`config.mk`:
```
export PLATFORM = sky130hd
export DESIGN_NAME = tick_rate_ctrl
export DESIGN_NICKNAME = d
export VERILOG_FILES = /design/src/rtl/tick_rate_ctrl.sv
export SDC_FILE = /design/constraint.sdc
export NUM_CORES = 1
export LEC_CHECK = 0
export CORE_MARGIN = 3
export CORE_UTILIZATION = 62
export DETAILED_ROUTE_END_ITERATION = 6
export GPL_ROUTABILITY_DRIVEN = 1
export HOLD_SLACK_MARGIN = 0.03
export PLACE_DENSITY = 0.81
export SLEW_MARGIN = 40
export SYNTH_ARGS = -nofsm -noshare
export SYNTH_HDL_FRONTEND = slang
export SYNTH_SLANG_ARGS = --single-unit
```
`constraint.sdc`:
```
create_clock -name clk -period 6.7 [get_ports clk]
set_clock_uncertainty 0.2 [all_clocks]
set_input_delay 1.34 -clock clk [delete_from_list [all_inputs] [get_ports clk]]
set_output_delay 1.34 -clock clk [all_outputs]
set_load 0.05 [all_outputs]
```
`src/rtl/tick_rate_ctrl.sv`:
```
// Run/pause/clear sequencer for the shared prescale counter; emits a one-cycle
// tick enable at 1 Hz/10 Hz/100 Hz/1 kHz plus a square wave and a tick tally.
module tick_rate_ctrl #(
  parameter int CLK_HZ = 100000000,
  parameter int CNT_W  = 27
) (
  input  logic              clk,
  input  logic              reset,
  input  logic              start_pause,
  input  logic              clear,
  input  logic [1:0]        rate_sel,
  output logic              tick,
  output logic              clk_out,
  output logic [15:0]       tick_cnt,
  output logic              running,
  output logic [1:0]        state
);

  typedef enum logic [1:0] {
    ST_IDLE  = 2'd0,
    ST_RUN   = 2'd1,
    ST_PAUSE = 2'd2
  } state_t;

  localparam logic [CNT_W-1:0] TERM_1HZ   = CNT_W'(CLK_HZ - 1);
  localparam logic [CNT_W-1:0] TERM_10HZ  = CNT_W'(CLK_HZ / 10 - 1);
  localparam logic [CNT_W-1:0] TERM_100HZ = CNT_W'(CLK_HZ / 100 - 1);
  localparam logic [CNT_W-1:0] TERM_1KHZ  = CNT_W'(CLK_HZ / 1000 - 1);
  localparam logic [CNT_W-1:0] CNT_ONE    = {{(CNT_W-1){1'b0}}, 1'b1};

  function automatic logic [CNT_W-1:0] term_of(input logic [1:0] sel);
    case (sel)
      2'd0:    return TERM_1HZ;
      2'd1:    return TERM_10HZ;
      2'd2:    return TERM_100HZ;
      2'd3:    return TERM_1KHZ;
      default: return TERM_1HZ;
    endcase
  endfunction

  state_t           state_r;
  state_t           state_next_s;
  logic             running_r;
  logic [CNT_W-1:0] count_r;
  logic [1:0]       act_sel_r;
  logic             tick_r;
  logic             clk_out_r;
  logic [15:0]      tick_cnt_r;
  logic [CNT_W-1:0] term_s;
  logic             wrap_s;

  // Terminal count follows only the latched selection, so rate changes land on a wrap.
  always_comb begin
    term_s = term_of(act_sel_r);
    wrap_s = (count_r == term_s);
  end

  // Next-state logic; clear wins over start_pause.
  always_comb begin
    state_next_s = state_r;
    if (clear) begin
      state_next_s = ST_IDLE;
    end else begin
      case (state_r)
        ST_IDLE:  state_next_s = start_pause ? ST_RUN   : ST_IDLE;
        ST_RUN:   state_next_s = start_pause ? ST_PAUSE : ST_RUN;
        ST_PAUSE: state_next_s = start_pause ? ST_RUN   : ST_PAUSE;
        default:  state_next_s = ST_IDLE;
      endcase
    end
  end

  // State register with a registered running flag.
  always_ff @(posedge clk or posedge reset) begin
    if (reset) begin
      state_r   <= ST_IDLE;
      running_r <= 1'b0;
    end else begin
      state_r   <= state_next_s;
      running_r <= (state_next_s == ST_RUN);
    end
  end

  // Prescale datapath; a pause edge suppresses any wrap due on that same edge.
  always_ff @(posedge clk or posedge reset) begin
    if (reset) begin
      count_r    <= {CNT_W{1'b0}};
      act_sel_r  <= 2'd0;
      tick_r     <= 1'b0;
      clk_out_r  <= 1'b0;
      tick_cnt_r <= 16'd0;
    end else if (clear) begin
      count_r    <= {CNT_W{1'b0}};
      act_sel_r  <= 2'd0;
      tick_r     <= 1'b0;
      clk_out_r  <= 1'b0;
      tick_cnt_r <= 16'd0;
    end else begin
      case (state_r)
        ST_IDLE: begin
          count_r    <= {CNT_W{1'b0}};
          act_sel_r  <= rate_sel;
          tick_r     <= 1'b0;
          clk_out_r  <= 1'b0;
          tick_cnt_r <= 16'd0;
        end
        ST_RUN: begin
          if (start_pause) begin
            tick_r <= 1'b0;
          end else if (wrap_s) begin
            count_r    <= {CNT_W{1'b0}};
            tick_r     <= 1'b1;
            clk_out_r  <= ~clk_out_r;
            tick_cnt_r <= tick_cnt_r + 16'd1;
            act_sel_r  <= rate_sel;
          end else begin
            count_r <= count_r + CNT_ONE;
            tick_r  <= 1'b0;
          end
        end
        ST_PAUSE: begin
          tick_r <= 1'b0;
        end
        default: begin
          count_r    <= {CNT_W{1'b0}};
          act_sel_r  <= 2'd0;
          tick_r     <= 1'b0;
          clk_out_r  <= 1'b0;
          tick_cnt_r <= 16'd0;
        end
      endcase
    end
  end

  assign tick     = tick_r;
  assign clk_out  = clk_out_r;
  assign tick_cnt = tick_cnt_r;
  assign running  = running_r;
  assign state    = state_r;

endmodule

```
==> impl_results.md, run 1 <==
* Nets at around 360
* Initial Util at 67.1%
* Power density cells at 162 nW/um^2
* Ant diodes at 0
* Placed wire-length estimate at 4.75 mm
* First-pass GRT wire length at approximately 12 mm
* Rows at 24
* EDFF count, synth at 0
* Total Routing Usage GR at 25.4%
* Via density at about 6.3
* Clock Tree Buf Depth at 2
* Max Cap Viol at 0
* Syn Nets at 342
* Fmax at approximately 0.25 GHz
* Critical Path Source Type: input port
* RSZ-0062 raised after global routing: false
* Initial antenna violation count at 0
* CP top delay family: compound AO/OA/AOI/OAI gates
* Hold WC Path Type: reg2reg
* CTS buffer count at 5
* Element type at the critical path end: flip-flop
* Setup CP Type: in2reg
* CP Cell Sequence: clkdlybuf4s50_1, nand3b_1, a21o_1, nand4_1, o21ai_4, mux2i_1
* Clock input transition at the sequential cells of the worst setup and hold paths at 0.09 ns
* CTS Hold Bufs at 0
* Endpoints failing setup at 0
* Synth cell types at 49
* Number of setup buffers added after CTS at 0
* Post-DRT Antenna Nets at 0
* Clk_lat worst skew at just over 0.3 ns
* WL final at approximately 6.9 mm
* Yosys warns at 0
* I/O pin count at 27
* Num Clock Sinks at 50
* Avg WL per Cell at 16.6 microns
* Final core occ at 75.2%
* Tcrit/Tclk final at about three fifths
* Global route total overflow at 0
* Critical Path Max Stage Delay at 0.82 ns
* Asr flop ratio synth at between 90% and 100%
* LEAKAGE at 1.21 nW
* Seq/Total Area, Yosys at 41.1%
* First drt pass iteration count at 4
* Commonest non-fill, non-tap cell in the layout: dfrtp_1
* Largest fanout on the critical path at 26
* Max-slew headroom at 51.9%
* Area grow syn2layout at 12.0%
* Mapped Cells at 330
* WP data required at 6.73 ns
* Drt drc at 0
* Worst Tran Pin Value at 0.718 ns
* Status: finished, final reports clean
* Die area at 5780 sq um
* Vias in the first global route at 2457
* Routability cong. at between 0.8 and 0.9
* Hold Violations, Final at 0
* Worst VDD drop at approximately 110 uV
* Slew Viols, Final at 0
* Die span in x at 76.1 microns
* Largest net degree at the start of global routing at 51
* #FFs+latches synth at 50
* Avg Synthesized Cell Area at 9.22 sq um
* Main synth FF type: dfrtp_1
* Vias at 2625
* Buffers and inverters on the worst path at 1
* Final hold slack at 0.292 ns
* Clk root buf: clkbuf_8
* Min Tclk post-route at 4.07 ns
* CORE AREA at 4530 sq um
* 1st-iter DRT viols at 226
* Most frequent cells in the layout: dfrtp_1, nand2_1, nor2_1, clkdlybuf4s50_1, nand3_1
* Htree depth at 2
* Fraction of layout cells with a size suffix above 1 at 7.10%
* Crit path max-delay cell type: o21ai_4
* Post-CTS sizing at 0
* # fillers at 344
* Setup TNS at 0 ns
* CTS tree: yes
* Post-Syn Area at 3040 sq um
* Port-buffer cells at 26
* Crit path DAT at 4.10 ns
* Die Y-Extent at 76.1 microns
==> cells by family (layout without fill, tap and decap cells) <==
group / Yosys count / count (layout) / synth area share (%)
buffers and inverters: 25 / 47 / 4.65
muxes: 12 / 12 / 3.95
adders and majority gates: 6 / 6 / 2.47
DFF: 50 / 50 / 41.1
xor gates and xnor gates: 16 / 16 / 4.61
and+or+nand+nor: 170 / 170 / 31.2
AOI/OAI and AO/OA: 51 / 51 / 12.0
==> final timing paths <==
| kind | startpoint | end | slack (ns) | cells after the start |
|---|---|---|---|---|
| max reg2reg | act_sel_r[0] | act_sel_r[0] | 3.03 | 7 |
| min | clk_out | clk_out | 0.29 | 1 |
| min reg2reg | clk_out | clk_out | 0.29 | 1 |
| max in group asynchronous | reset | tick_cnt[11] | 4.60 | 2 |
| min in group asynchronous | reset | count_r[26] | 1.27 | 2 |
| max | start_pause | act_sel_r[0] | 2.63 | 6 |
==> Yosys cell counts, types with 6 or more instances <==
cell type  instances  area, sq um
a21oi_1           12         60.1
clkbuf_1           7         26.3
dfrtp_1           50         1250
ha_1               6         75.1
inv_1             11         41.3
mux2i_1           12          120
nand2_1           35          131
nand2b_1          12         75.1
nand3_1           17         85.1
nand3b_1           6         45.0
nand4_1           10         62.6
nor2_1            26         97.6
nor3_1            12         60.1
nor4_1             7         43.8
o21ai_0           11         55.1
o31ai_1            8         60.1
or3_1              8         50.1
or4_1              6         45.0
xnor2_1           11         96.3
==> layer usage <==
layer | share of wire, % | wire length [microns] | global-route usage, %
met5 | 0 | 0 | 0
met4 | 1.1 | 75 | 6.88
met3 | 4.9 | 336 | 5.08
met2 | 46 | 3190 | 39.5
met1 | 48 | 3310 | 36.5
==> flip-flops by register name, indices dropped and copies added (netlist names) <==
| register | count |
|---|---|
| act_sel_r | 2 |
| state | 2 |
| tick_cnt | 16 |
| running | 1 |
| tick | 1 |
| clk_out | 1 |
| count_r | 27 |
==> stage by stage <==
stage                     total power, mW  instances  setup slack (ns)  instance area (sq um)
after global routing                0.574        417              2.43                   3410
after global placement              0.370        409              2.32                   3300
after detailed placement            0.372        409              2.36                   3310
after floorplan                     0.356        330              3.68                   3040
final                               0.551        417              2.63                   3410
after CTS                           0.550        417              2.69                   3400
==> report_power, final <==
| group | internal [mW] | switching (mW) |
|---|---|---|
| combinational | 0.0173 | 0.0398 |
| sequential | 0.305 | 0.00477 |
| clock | 0.0836 | 0.100 |
| total | 0.406 | 0.145 |
==> layout make-up <==
cell class	count	area, sq um	share of cell area (%)
Multi-Input combinational cell	255	1670	48.9
Sequential cell	50	1250	36.7
Timing Repair Buffer	28	275	8.08
Clock buffer	7	86.3	2.53
Tap cell	65	81.3	2.39
Inverter	11	43.8	1.28
Clock inverter	1	5.00	0.147
No activity file was read; power rests on OpenSTA's default activity.
==> inputs of run 2 (changes only) <==
--- a/config.mk
+++ b/config.mk
@@ -6,11 +6,11 @@
 export NUM_CORES = 1
 export LEC_CHECK = 0
 export CORE_MARGIN = 3
-export CORE_UTILIZATION = 62
+export CORE_UTILIZATION = 52
 export DETAILED_ROUTE_END_ITERATION = 6
 export GPL_ROUTABILITY_DRIVEN = 1
 export HOLD_SLACK_MARGIN = 0.03
-export PLACE_DENSITY = 0.81
+export PLACE_DENSITY = 0.72
 export SLEW_MARGIN = 40
 export SYNTH_ARGS = -nofsm -noshare
 export SYNTH_HDL_FRONTEND = slang
==> constraint.sdc (replaced) <==
create_clock -name clk -period 3.45 [get_ports clk]
set_clock_uncertainty 0.2 [all_clocks]
set_input_delay 0.69 -clock clk [delete_from_list [all_inputs] [get_ports clk]]
set_output_delay 0.69 -clock clk [all_outputs]
set_load 0.05 [all_outputs]
==> impl_results.md, run 2 (same netlist as run 1, synthesis figures left out) <==
* Status: finished, final reports clean (unchanged)
* # fillers at 488 (was 344)
* Ant diodes at 0 (unchanged)
* Clk root buf: clkbuf_8 (unchanged)
* Fraction of layout cells with a size suffix above 1 at 9.44% (was 7.10%)
* Endpoints failing setup at 0 (unchanged)
* Placed wire-length estimate at 4.94 mm (was 4.75 mm)
* Largest fanout on the critical path at 9 (was 26)
* Area grow syn2layout at 13.4% (was 12.0%)
* Largest net degree at the start of global routing at 31 (was 51)
* Setup CP Type: reg2reg (was in2reg)
* Total Routing Usage GR at 22.1% (was 25.4%)
* CTS buffer count at 5 (unchanged)
* First drt pass iteration count at 4 (unchanged)
* Rows at 27 (was 24)
* Initial Util at 54.6% (was 67.1%)
* Die area at 6810 sq um (was 5780 sq um)
* Slew Viols, Final at 0 (unchanged)
* Critical Path Source Type: flip-flop (was input port)
* Worst Tran Pin Value at 0.678 ns (was 0.718 ns)
* CTS tree: yes (unchanged)
* Commonest non-fill, non-tap cell in the layout: dfrtp_1 (unchanged)
* Die span in x at 82.5 microns (was 76.1 microns)
* Tcrit/Tclk final at 86.0%
* Clk_lat worst skew at 0.31 ns (about the same)
* Largest register by flop count: count_r (unchanged)
* Crit path max-delay cell type: or4b_1 (was o21ai_4)
* Clock Tree Buf Depth at 2 (unchanged)
* CP Cell Sequence: inv_1, ha_1, or4b_1, a22oi_1, o211ai_1, buf_2, buf_4, nor3_1, mux2i_1 (was clkdlybuf4s50_1, nand3b_1, a21o_1, nand4_1, o21ai_4, mux2i_1)
* Via density at 5.87 (was 6.29)
* Max FFs per register at 27 (unchanged)
* I/O pin count at 27 (unchanged)
* Cell Area, Placed at 3370 sq um (was 3310 sq um)
* Nets at 372 (was 363)
* Htree depth at 2 (unchanged)
* Fmax at between 0.3 and 0.4 GHz
* Final hold slack at 0.303 ns (was 0.292 ns)
* WP data required at 3.48 ns (was 6.73 ns)
* CORE AREA at 5570 sq um (was 4530 sq um)
* Vias in the first global route at 2403 (was 2457)
* Die Y-Extent at 82.5 microns (was 76.1 microns)
* Power density cells at 302 nW/um^2 (was 162 nW/um^2)
* Max Cap Viol at 0 (unchanged)
* 1st-iter DRT viols at 142 (was 226)
* Element type at the critical path end: flip-flop (unchanged)
* RSZ-0062 raised after global routing: false (unchanged)
* First-pass GRT wire length at 11.6 mm (was 12.1 mm)
* Initial antenna violation count at 0 (unchanged)
* CTS Hold Bufs at 0 (unchanged)
* Post-CTS sizing at 0 (unchanged)
* WL final at 6.92 mm (about the same)
* Post-DRT Antenna Nets at 0 (unchanged)
* Global route total overflow at 0 (unchanged)
* Avg WL per Cell at 16.0 microns (was 16.6 microns)
* Most frequent cells in the layout: dfrtp_1, nand2_1, nor2_1, clkdlybuf4s50_1, nand3_1 (unchanged)
* Drt drc at 0 (unchanged)
* Hold depth at 1 (unchanged)
* Hold WC Path Type: reg2reg (unchanged)
* Clock input transition at the sequential cells of the worst setup and hold paths at 0.09 ns (about the same)
* FF-to-FF path depth at 9 (was 7)
* Setup TNS at 0 ns (unchanged)
* Port-buffer cells at 26 (unchanged)
* Routability cong. at 0.840 (was 0.843)
* Finished Cell Area at 3450 sq um (was 3410 sq um)
* Max-slew headroom at 54.8% (was 51.9%)
* Number of setup buffers added after CTS at 0 (unchanged)
* LEAKAGE at 1.24 nW (was 1.21 nW)
* Critical Path Max Stage Delay at 0.47 ns (was 0.82 ns)
* Min Tclk post-route at 2.97 ns
* Final core occ at 61.9% (was 75.2%)
* Worst VDD drop at 194 uV (was 111 uV)
* Hold Violations, Final at 0 (unchanged)
* Crit path DAT at 3.00 ns (was 4.10 ns)
* Vias at 2537 (was 2625)
* Num Clock Sinks at 50 (unchanged)
==> run 2: power by group <==
group | total (mW) | leakage [nW] | switching [mW] | internal, mW
clock | 0.326 | 0.0438 | 0.189 | 0.137
combinational | 0.117 | 0.503 | 0.0778 | 0.0391
sequential | 0.600 | 0.694 | 0.00789 | 0.592
==> run 2: through the flow <==
step	setup slack, ns	power (mW)	instances
CTS	0.422	1.05	431
global route	0.293	1.09	432
finish	0.483	1.04	432
global placement	0.526	0.727	424
floorplan	0.826	0.691	330
detailed placement	0.437	0.729	424
==> run 2: final timing paths <==
path	slack, ns	from	to
max	0.48	act_sel_r[0]	tick_cnt[11]
min	0.30	tick_cnt[15]	tick_cnt[15]
max reg2reg	0.48	act_sel_r[0]	tick_cnt[11]
min reg2reg	0.30	tick_cnt[15]	tick_cnt[15]
max in group asynchronous	1.83	reset	count_r[5]
min in group asynchronous	0.59	reset	tick_cnt[12]
==> run 2: cell type report <==
cell class              instances  area [sq um]  share of cell area [%]
repair buffers                 37           340                    9.86
flip-flops and latches         50          1250                    36.2
well taps                      72          90.1                    2.61
inverters                      11          41.3                    1.20
multi-input cells             255          1650                    47.8
clock inverters                 2          10.0                   0.290
clock buffers                   5          68.8                    1.99
==> run 2: critical path: cells and delay by family (launching register included) <==
kind,cells,cell delay [ns]
adder cells (fa/ha/maj),1,0.27
buffers and inverters,3,0.52
AND/OR/NAND/NOR,2,0.75
AO/OA/AOI/OAI,2,0.48
multiplexers,1,0.23
flip-flops,1,0.45
==> run 2: routing by layer <==
layer  track usage (%)  up-vias  wire, microns
met5                 0        -              0
met4              5.72        0             72
met3              3.80        8            282
met2              34.1       53           3190
met1              32.2     1225           3380
li1                  -     1251              -
